[src/rtl/targ_pred_upd_ctrl_pkg.sv]
`default_nettype none
// ============================================================================
// Module   : targ_pred_upd_ctrl_pkg
// Purpose  : Shared types and constants for the BTB update/maintenance
//            controller (FSM states, write-port and feedback bundles).
// Revision : 1.0 - initial release
// ============================================================================
package targ_pred_upd_ctrl_pkg;

    // Default geometry; the struct field widths below track these values.
    localparam int c_addr_width = 32;
    localparam int c_table_size = 32;
    localparam int c_idx_width  = $clog2(c_table_size);

    // Controller mode: clearing the table, or servicing branch feedback.
    typedef enum logic [0:0] {
        ST_SWEEP = 1'b0,
        ST_RUN   = 1'b1
    } targ_pred_state_e;

    // One request on the BTB write port.
    typedef struct packed {
        logic                    en;
        logic [c_idx_width-1:0]  idx;
        logic [c_addr_width-1:0] targ;
        logic                    vld;
    } targ_pred_wr_t;

    // One resolved-branch feedback item.
    typedef struct packed {
        logic                    valid;
        logic [c_addr_width-1:0] addr;
        logic [c_addr_width-1:0] targ;
    } targ_pred_fb_t;

    // Idle write port: no request, all fields zero.
    localparam targ_pred_wr_t targ_pred_wr_rst = '0;

endpackage : targ_pred_upd_ctrl_pkg
`default_nettype wire

[src/rtl/targ_pred_upd_ctrl_rr_arbiter.sv]
`default_nettype none
// ============================================================================
// Module   : rr_arbiter
// Purpose  : Round-robin one-hot arbiter. The search starts at a rotating
//            pointer that moves just past the winner after every grant.
// Revision : 1.0 - initial release
// ============================================================================
module rr_arbiter #(
    parameter int N = 3
) (
    input  logic         clk,
    input  logic         rst,
    input  logic [N-1:0] req,
    input  logic         en,
    output logic [N-1:0] grant
);

    localparam int c_ptr_w = (N > 1) ? $clog2(N) : 1;

    logic [c_ptr_w-1:0] r_ptr;
    logic [c_ptr_w-1:0] w_next_ptr;
    logic [N-1:0]       w_rot;
    logic               w_found;
    int                 w_sel;

    // Rotate requests so bit 0 is the pipe at the pointer, take the first
    // set bit, then map it back to an absolute pipe number.
    always_comb begin
        w_rot   = N'({req, req} >> r_ptr);
        w_found = 1'b0;
        w_sel   = 0;
        grant   = '0;
        for (int k = 0; k < N; k++) begin
            if (!w_found && w_rot[k]) begin
                w_found = 1'b1;
                w_sel   = int'(r_ptr) + k;
            end
        end
        if (w_sel >= N) begin
            w_sel = w_sel - N;
        end
        for (int i = 0; i < N; i++) begin
            if (en && w_found && (i == w_sel)) begin
                grant[i] = 1'b1;
            end
        end
        w_next_ptr = (w_sel == N - 1) ? '0 : c_ptr_w'(w_sel + 1);
    end

    // Pointer advances only when a grant is actually issued.
    always_ff @(posedge clk) begin
        if (!rst) begin
            r_ptr <= '0;
        end else if (en && w_found) begin
            r_ptr <= w_next_ptr;
        end
    end

endmodule : rr_arbiter
`default_nettype wire

[src/rtl/targ_pred_upd_ctrl.sv]
`default_nettype none
// ============================================================================
// Module   : targ_pred_upd_ctrl
// Purpose  : BTB update/maintenance controller. Arbitrates execute-pipe
//            branch feedback through a small queue onto the single BTB write
//            port, and runs the table-clear sweep after reset and on flush
//            while holding the predictor disabled.
// Revision : 1.0 - initial release
// ============================================================================
module targ_pred_upd_ctrl
    import targ_pred_upd_ctrl_pkg::*;
#(
    parameter int S_PIPE_CNT = 3,
    parameter int TABLE_SIZE = c_table_size,
    parameter int FIFO_DEPTH = 4,
    parameter int ADDR_WIDTH = c_addr_width
) (
    input  logic                                  clk,
    input  logic                                  rst,
    input  logic                                  flush,
    input  logic [S_PIPE_CNT-1:0]                 fb_valid,
    input  logic [S_PIPE_CNT-1:0][ADDR_WIDTH-1:0] fb_addr,
    input  logic [S_PIPE_CNT-1:0][ADDR_WIDTH-1:0] fb_targ,
    output logic [S_PIPE_CNT-1:0]                 fb_ready,
    output logic                                  wr_en,
    input  logic                                  wr_ready,
    output logic [$clog2(TABLE_SIZE)-1:0]         wr_idx,
    output logic [ADDR_WIDTH-1:0]                 wr_targ,
    output logic                                  wr_vld,
    output logic                                  pred_en,
    output logic                                  busy
);

    localparam int                 c_idx_w    = $clog2(TABLE_SIZE);
    localparam int                 c_ptr_w    = $clog2(FIFO_DEPTH);
    localparam logic [c_idx_w-1:0] c_last_idx = c_idx_w'(TABLE_SIZE - 1);
    localparam logic [c_ptr_w:0]   c_full_cnt = (c_ptr_w + 1)'(FIFO_DEPTH);

    targ_pred_state_e    r_state;
    targ_pred_state_e    w_next_state;
    logic [c_idx_w-1:0]  r_sweep_idx;

    logic [c_idx_w-1:0]    r_q_idx  [FIFO_DEPTH];
    logic [ADDR_WIDTH-1:0] r_q_targ [FIFO_DEPTH];
    logic [c_ptr_w-1:0]    r_rd_ptr;
    logic [c_ptr_w-1:0]    r_wr_ptr;
    logic [c_ptr_w:0]      r_count;

    logic                  w_run;
    logic                  w_empty;
    logic                  w_full;
    logic                  w_pop;
    logic                  w_push;
    logic                  w_arb_en;
    logic [S_PIPE_CNT-1:0] w_grant;
    targ_pred_fb_t         w_fb;
    targ_pred_wr_t         w_wr;
    logic                  w_unused_addr_bits;

    assign w_run   = rst && (r_state == ST_RUN);
    assign w_empty = (r_count == '0);
    assign w_full  = (r_count == c_full_cnt);

    // A flush cycle drops the in-flight write and blocks new accepts, so the
    // queue can simply be zeroed at the edge.
    assign w_pop    = w_run && !w_empty && wr_ready && !flush;
    assign w_arb_en = w_run && !flush && (!w_full || w_pop);

    rr_arbiter #(
        .N (S_PIPE_CNT)
    ) u_rr_arbiter (
        .clk   (clk),
        .rst   (rst),
        .req   (fb_valid),
        .en    (w_arb_en),
        .grant (w_grant)
    );

    assign fb_ready = w_grant;

    // Select the granted pipe's feedback as the item to enqueue.
    always_comb begin
        w_fb = '0;
        for (int i = 0; i < S_PIPE_CNT; i++) begin
            if (w_grant[i]) begin
                w_fb.valid = 1'b1;
                w_fb.addr  = fb_addr[i];
                w_fb.targ  = fb_targ[i];
            end
        end
    end

    assign w_push             = w_fb.valid;
    assign w_unused_addr_bits = ^w_fb.addr[c_addr_width-1:c_idx_w];

    // Queue storage; only written on an accepted feedback item.
    always_ff @(posedge clk) begin
        if (w_push) begin
            r_q_idx[r_wr_ptr]  <= w_fb.addr[c_idx_w-1:0];
            r_q_targ[r_wr_ptr] <= w_fb.targ;
        end
    end

    // Queue pointers and occupancy; pointers wrap naturally (power-of-two).
    always_ff @(posedge clk) begin
        if (!rst || flush) begin
            r_rd_ptr <= '0;
            r_wr_ptr <= '0;
            r_count  <= '0;
        end else begin
            if (w_push) begin
                r_wr_ptr <= r_wr_ptr + 1'b1;
            end
            if (w_pop) begin
                r_rd_ptr <= r_rd_ptr + 1'b1;
            end
            case ({w_push, w_pop})
                2'b10:   r_count <= r_count + 1'b1;
                2'b01:   r_count <= r_count - 1'b1;
                default: r_count <= r_count;
            endcase
        end
    end

    // Sweep index: restart on flush, advance on each accepted clear write.
    // It wraps to 0 on the final write so the next sweep starts clean.
    always_ff @(posedge clk) begin
        if (!rst || flush) begin
            r_sweep_idx <= '0;
        end else if ((r_state == ST_SWEEP) && wr_ready) begin
            r_sweep_idx <= r_sweep_idx + 1'b1;
        end
    end

    // Mode register.
    always_ff @(posedge clk) begin
        if (!rst) begin
            r_state <= ST_SWEEP;
        end else begin
            r_state <= w_next_state;
        end
    end

    // Next mode and write-port / status outputs.
    always_comb begin
        w_next_state = r_state;
        w_wr         = targ_pred_wr_rst;
        pred_en      = 1'b0;
        busy         = 1'b1;
        case (r_state)
            ST_SWEEP: begin
                if (!flush && wr_ready && (r_sweep_idx == c_last_idx)) begin
                    w_next_state = ST_RUN;
                end
                if (rst) begin
                    w_wr.en  = 1'b1;
                    w_wr.idx = r_sweep_idx;
                end
            end
            ST_RUN: begin
                if (flush) begin
                    w_next_state = ST_SWEEP;
                end
                if (rst) begin
                    w_wr.en   = !w_empty;
                    w_wr.idx  = r_q_idx[r_rd_ptr];
                    w_wr.targ = r_q_targ[r_rd_ptr];
                    w_wr.vld  = 1'b1;
                    pred_en   = 1'b1;
                    busy      = 1'b0;
                end
            end
            default: begin
                w_next_state = ST_SWEEP;
            end
        endcase
    end

    assign wr_en   = w_wr.en;
    assign wr_idx  = w_wr.idx;
    assign wr_targ = w_wr.targ;
    assign wr_vld  = w_wr.vld;

endmodule : targ_pred_upd_ctrl
`default_nettype wire

[config.mk]
export PLATFORM = sky130hd
export DESIGN_NAME = targ_pred_upd_ctrl
export DESIGN_NICKNAME = d
export VERILOG_FILES = /design/src/rtl/targ_pred_upd_ctrl_pkg.sv /design/src/rtl/targ_pred_upd_ctrl_rr_arbiter.sv /design/src/rtl/targ_pred_upd_ctrl.sv
export SDC_FILE = /design/constraint.sdc
export NUM_CORES = 1
export LEC_CHECK = 0
export ABC_AREA = 1
export CAP_MARGIN = 20
export CELL_PAD_IN_SITES_DETAIL_PLACEMENT = 1
export CELL_PAD_IN_SITES_GLOBAL_PLACEMENT = 1
export CORE_MARGIN = 1
export CORE_UTILIZATION = 35
export CTS_CLUSTER_DIAMETER = 120
export CTS_CLUSTER_SIZE = 10
export DETAILED_ROUTE_END_ITERATION = 10
export HOLD_SLACK_MARGIN = 0.02
export PLACE_DENSITY = 0.84
export SETUP_SLACK_MARGIN = 0.2
export SYNTH_ARGS = -nofsm -noshare
export SYNTH_HDL_FRONTEND = slang
export SYNTH_HIERARCHICAL = 1
export SYNTH_SLANG_ARGS = --single-unit
[constraint.sdc]
create_clock -name clk -period 6.95 [get_ports clk]
set_clock_uncertainty 0.2 [all_clocks]
set_input_delay 1.39 -clock clk [delete_from_list [all_inputs] [get_ports clk]]
set_output_delay 1.39 -clock clk [all_outputs]
set_load 0.005 [all_outputs]
==> results of run 1 <==
==> cell type report <==
class	count	area share [%]
clock buffer	18	4.21
sequential	165	47.0
inverter	44	1.62
multi-input combinational	553	25.2
timing repair buffer	174	17.0
tap	275	3.38
clock inverter	14	1.56
==> kinds of logic after synthesis <==
kind of cell	after synthesis
adder cells (fa/ha/maj)	13
AO/OA/AOI/OAI	192
flip-flops	165
buffers and inverters	86
AND/OR/NAND/NOR	348
==> synthesized netlist by cell type (all sizes together) (2+ instances only) <==
| cell | n |
|---|---|
| clkbuf | 12 |
| nor2 | 197 |
| edfxtp | 148 |
| a21oi | 113 |
| dfxtp | 17 |
| nand2 | 117 |
| buf | 30 |
| nor3 | 2 |
| inv | 43 |
| nand3 | 31 |
| o21ai | 79 |
| ha | 12 |
==> through the flow <==
| step | total power [mW] | cell area [sq um] | setup WS, ns | std cells | hold WS [ns] |
|---|---|---|---|---|---|
| global route | 2.15 | 10200 | 0.551 | 1243 | 0.343 |
| finish | 2.09 | 10200 | 0.841 | 1243 | 0.302 |
| CTS | 2.10 | 10200 | 0.800 | 1243 | 0.314 |
| detailed placement | 1.17 | 9600 | 0.810 | 1211 | 0.293 |
| floorplan | 1.10 | 7720 | 1.41 | 804 | 0.263 |
| global placement | 1.17 | 9580 | 0.893 | 1210 | 0.286 |
==> power breakdown <==
| part | internal, mW | total, mW | switching [mW] |
|---|---|---|---|
| Sequential | 1.06 | 1.07 | 0.000623 |
| Combinational | 0.0632 | 0.0850 | 0.0218 |
| Clock | 0.561 | 0.940 | 0.378 |
| Total | 1.69 | 2.09 | 0.401 |
==> layer usage <==
metal  vias up  track usage, %  share of wire, %
li1       3033               -                 -
met1      3142            22.9                41
met2       136            38.0                54
met3        24            3.97               3.9
met4         0            6.62               1.4
met5         -               0                 0
==> sequential cells by signal, indices dropped and copies added, names as in the netlist, named ones only <==
signal,count
r_q_idx,20
r_state,1
u_rr_arbiter/r_ptr,2
r_count,3
r_sweep_idx,5
r_rd_ptr,2
r_q_targ,128
r_wr_ptr,2
==> worst reg2reg max path: cells and delay by family, from the launching register on <==
kind | cells | cell delay, ns
AOI/OAI and AO/OA | 1 | 0.18
buffers and inverters | 8 | 1.02
DFF | 1 | 0.49
and+or+nand+nor | 17 | 1.55
adders and majority gates | 4 | 1.00
==> worst max-delay path by stage <==
stage / end / depth (start not counted) / startpoint
after global placement: fb_ready[2] / 21 / fb_valid[0]
after floorplan: r_q_idx[0][0]$_DFFE_PP_ / 20 / fb_valid[0]
after CTS: fb_ready[2] / 21 / fb_valid[0]
after detailed placement: fb_ready[2] / 21 / fb_valid[0]
final: fb_ready[2] / 21 / fb_valid[0]
after global routing: fb_ready[2] / 21 / fb_valid[0]
==> flow_summary.ini, run 1 <==
[layout]
area_growth_pct = 32.0
fin_nets = 1167
layout-drive-gt1-share_pct = 6.82
utilization_pct = 47.7
multiInputGateArea_sq_mm = 0.00257
layout_commonest_cell = nor2_1
fillers = 2428
ff_latch_area_sq_mm = 0.00479
final_cell_mix = 189 x nor2_1, 161 x clkdlybuf4s50_1, 148 x edfxtp_1
num_antenna_cells = 0

[floorplan]
die_h_um = 151
start_util_pct = 36.2
core_area_sq_mm = 0.0214
pin_count = 243
die_x_um = 151
die-area_sq_mm = 0.0227
rows = 53

[worst_setup_path]
crit_required_ns = 5.36
crit_type = in -> out
crit_chain = clkdlybuf4s50_1 > nand2_1 > nand2_2 > nand2_2 > nand2_2 > inv_1 > nand3_1 > nand3_1 > inv_1 > nor2_1 > ha_1 > nor2_1 > inv_2 > o21ai_1 > ha_1 > inv_1 > nor2_1 > nand2_2 > clkinv_1 > buf_4 > clkdlybuf4s50_1
reg2reg_depth = 30
crit_fanout = 14
start_kind = primary input
cpMostUsedCell = nand2_2
cpPeakStageDelay_ns = 0.55
critPathTopFamily = buffers and inverters
critPathSlowestCell = clkdlybuf4s50_1
critPathCaptureType = output port
reg2reg_setup_slack_ns = 2.42
worstPathBufferInverterCount = 8
rr_endpoint = r_count[2]$_SDFFE_PP0P_
arrival_ns = 4.52
r2r-start = u_rr_arbiter/r_ptr[0]$_SDFFE_PN0P_

[synth]
synth-main-ff-cell = edfxtp_1
synth_compound_area_share_pct = 12.4
seq_area_frac_synth_pct = 62.0
synthesis.nets = 1016
synth_simple_gate_area_share_pct = 18.1
synth_area_leaders = edfxtp_1 58%, nor2_1 9.4%, a21oi_1 7.3%
synth_fa_ha_area_share_pct = 2.20
ys_types = 24
synth_top_family_by_area = simple AND/OR/NAND/NOR gates
synth_edf_count = 148
ys_warn_count = 6
ys_ff_latch = 165
synth_area_per_cell_sq_um = 9.60
muxShareOfSynthArea_pct = 0
synth_area_sq_mm = 0.00772
syn_inst = 804
synth_top_cell_area_share_pct = 57.6
synth-xor-area-share_pct = 0
synth_top_area_cell = edfxtp_1
async_flop_share_pct = 0

[grt]
antenna_found_initial = 0
overflow = 0
grt_start_max_net_pins = 76
grt_first_pass_wirelength_um = 34500
grt_usage_pct = 20.3
grt_pass1_vias = 6733

[clock_tree]
post_cts_buffers = 0
cts_tree = done
clkLatencyLatePin_ns = 0.43
ctsResizeCount = 0
cts_buffer_depth = 2
cts_made_buffers = 17
htreeDepth = 4
clk_pin_slew_worst_paths_ns = 0.06
root_buffer = clkbuf_16
hold_buffers = 0
cts_sinks = 165

[sta]
fin_setup_tns_ns = 0
rsz0062_at_grt = false
finalHoldViolCount = 0
max_freq_mhz = 164
slew_viol_final = 0
period_needed_ns = 6.11
setup_viol = 0
fin_crit_sh_pct = 87.9
relSlewSlack_pct = 35.9
worst_pin_slew_ns = 0.961

[place]
numPortBuffers = 161
gp_congestion = 0.752
dp_hpwl_um = 14400

[route]
drtIter0Drc = 273
ant_nets = 0
wirelength_um = 22200
post_drt_wl_per_cell_um = 17.8
drt-pass1-iter-count = 4
drc = 0
vias = 6335
vias_per_cell = 5.10

[worst_hold_path]
min_path_type = reg -> reg
whs_path_depth = 2
hold_start = r_rd_ptr[1]$_SDFFE_PP0N_

[outcome]
status = completed

[power]
ir_drop_mv = 0.165
cellLeakagePower_nw = 3.81
p_per_area_mw_per_mm2 = 205

[flow_run]
maxCapViolCount = 0
(Power assumes the default switching activity.)
==> run 2, diff against run 1 <==
ABC_CLOCK_PERIOD_IN_PS = 6950   (was unset)
==> results of run 2 <==
The final DEF is identical to that of run 1; final timing and power are the same.
==> run 3, diff against run 2 <==
--- a/config.mk
+++ b/config.mk
@@ -18,4 +18,5 @@
 export HOLD_SLACK_MARGIN = 0.02
 export PLACE_DENSITY = 0.84
+export REMOVE_ABC_BUFFERS = 1
 export SETUP_SLACK_MARGIN = 0.2
 export SYNTH_ARGS = -nofsm -noshare
==> constraint.sdc (replaced) <==
create_clock -name clk -period 6.95 [get_ports clk]
set_clock_uncertainty 0.2 [all_clocks]
set_input_delay 1.39 -clock clk [delete_from_list [all_inputs] [get_ports clk]]
set_output_delay 1.39 -clock clk [all_outputs]
set_load 0.02 [all_outputs]
==> run 3 against run 2 <==
  * Largest power group unchanged
  * Setup slack better by 0.074 ns
  * Via count is 0.60% lower
  * Clock power is 0.6% lower
  * Count of clock-buffer cells in the layout stayed put
  * Critical path depth is 3 lower
  * Largest cell class unchanged
  * Non-clock buffer count is 2 lower
  * First-iteration DRC count is 5.5% lower
  * Flip-flop and latch count stayed put
  * Final cell count is 0.16% lower
  * Design area is 0.12% higher
  * Sequential share of layout area is 0.058 points lower
  * Highest routed layer unchanged
==> flow_summary.ini, run 3 (same netlist as run 1, synthesis figures left out) <==
[worst_setup_path]
crit_fanout = 4
start_kind = primary input
r2r-start = u_rr_arbiter/r_ptr[0]$_SDFFE_PN0P_
critPathCaptureType = output port
crit_required_ns = 5.36
setup.worst_path.start = fb_valid[0]
crit_type = in -> out
arrival_ns = 4.44

[floorplan]
die_h_um = 151
pin_count = 243
die-area_sq_mm = 0.0227
die_x_um = 151
core_area_sq_mm = 0.0214
rows = 53
start_util_pct = 36.2

[sta]
finalHoldViolCount = 0
relSlewSlack_pct = 36.7
max_freq_mhz = 166
rsz0062_at_grt = false
hold_slack_ns = 0.296
worst_pin_slew_ns = 0.950
setup_viol = 0
layout_setup_ws_ns = 0.915
period_needed_ns = 6.03
fin_setup_tns_ns = 0
slew_viol_final = 0
fin_crit_sh_pct = 86.8

[clock_tree]
ctsResizeCount = 0
htreeDepth = 4
clkLatencyLatePin_ns = 0.42
hold_buffers = 0
cts_sinks = 165
post_cts_buffers = 0
cts_made_buffers = 17
cts_tree = done
clk_pin_slew_worst_paths_ns = 0.06
root_buffer = clkbuf_16
cts_buffer_depth = 2

[grt]
grt_start_max_net_pins = 76
grt_pass1_vias = 6564
overflow = 0
grt-busiest-layer = met2
antenna_found_initial = 0
grtUsageMet3_pct = 3.12
grt_first_pass_wirelength_um = 33700
grt_usage_pct = 20.0
grt_use_met2_pct = 37.3
use_met1_pct = 23.6

[route]
vias_per_cell = 5.07
drt-pass1-iter-count = 4
drc = 0
vias = 6297
wirelength_um = 22000
drtIter0Drc = 258
ant_nets = 0
post_drt_wl_per_cell_um = 17.7

[worst_hold_path]
hold_start = r_rd_ptr[1]$_SDFFE_PP0N_
min_path_type = reg -> reg

[flow_run]
maxCapViolCount = 0

[layout]
layout_commonest_cell = nor2_1
reg.largest.list = r_q_targ: 128 flops, r_q_idx: 20 flops, r_sweep_idx: 5 flops
design_area_sq_mm = 0.0102
num_antenna_cells = 0
area_growth_pct = 32.1
largest_register_ff_count = 128
utilization_pct = 47.8
final_cell_mix = 189 x nor2_1, 161 x clkdlybuf4s50_1, 148 x edfxtp_1
max_flop_register = r_q_targ
fin_nets = 1165
fin_cells = 1241
fillers = 2403
layout-drive-gt1-share_pct = 6.94

[power]
ir_drop_mv = 0.174
cellLeakagePower_nw = 3.81
total_power_mw = 2.09
p_per_area_mw_per_mm2 = 204

[place]
numPortBuffers = 161
dp_hpwl_um = 13800
gp_congestion = 0.794
placedCellCount = 1209
place_area_sq_mm = 0.00961
pre_cts_ws_ns = 0.878

[outcome]
status = completed
## run 3: cell count changes in the layout (fill, tap and decap cells not counted), sizes merged
cell    change
buf         -2
clkinv      -3
inv         +3
## run 3: final cells by class
type                    count  area (sq um)  area share (%)
clock buffers              18           429            4.21
repair buffers            172          1740            17.1
inverters                  44           165            1.62
clock inverters            14           159            1.56
well taps                 275           344            3.37
flip-flops and latches    165          4790            46.9
multi-input cells         553          2570            25.2
## run 3: where the power goes
group | total (mW) | internal, mW | switching, mW
clock | 0.934 | 0.562 | 0.372
sequential | 1.07 | 1.06 | 0.000717
combinational | 0.0861 | 0.0633 | 0.0228
total | 2.09 | 1.69 | 0.396
## run 3: final timing paths
check	to	slack [ns]	cells past startpoint
min reg2reg	flip-flop	0.30	2
min	flip-flop	0.30	2
max reg2reg	r_count[2]$_SDFFE_PP0P_	2.21	28
max	fb_ready[2]	0.92	18
## run 3: critical path, cell delays in order
cell             delay (ns)
clkdlybuf4s50_1        0.50
nand2_1                0.09
nand2_2                0.10
nand2_2                0.07
nand2_2                0.10
nor2_4                 0.04
nor2_1                 0.21
nor2_4                 0.08
ha_1                   0.22
nor2_1                 0.20
o21ai_1                0.13
nand2_1                0.14
ha_1                   0.16
inv_1                  0.04
nor2_1                 0.12
nand2_2                0.09
inv_2                  0.08
clkdlybuf4s50_1        0.69
## run 3: layer usage
metal	share of wire (%)	routed length (um)
met1	41	9090
met2	53	11600
met3	4.6	1010
met4	1.0	229
met5	0	0
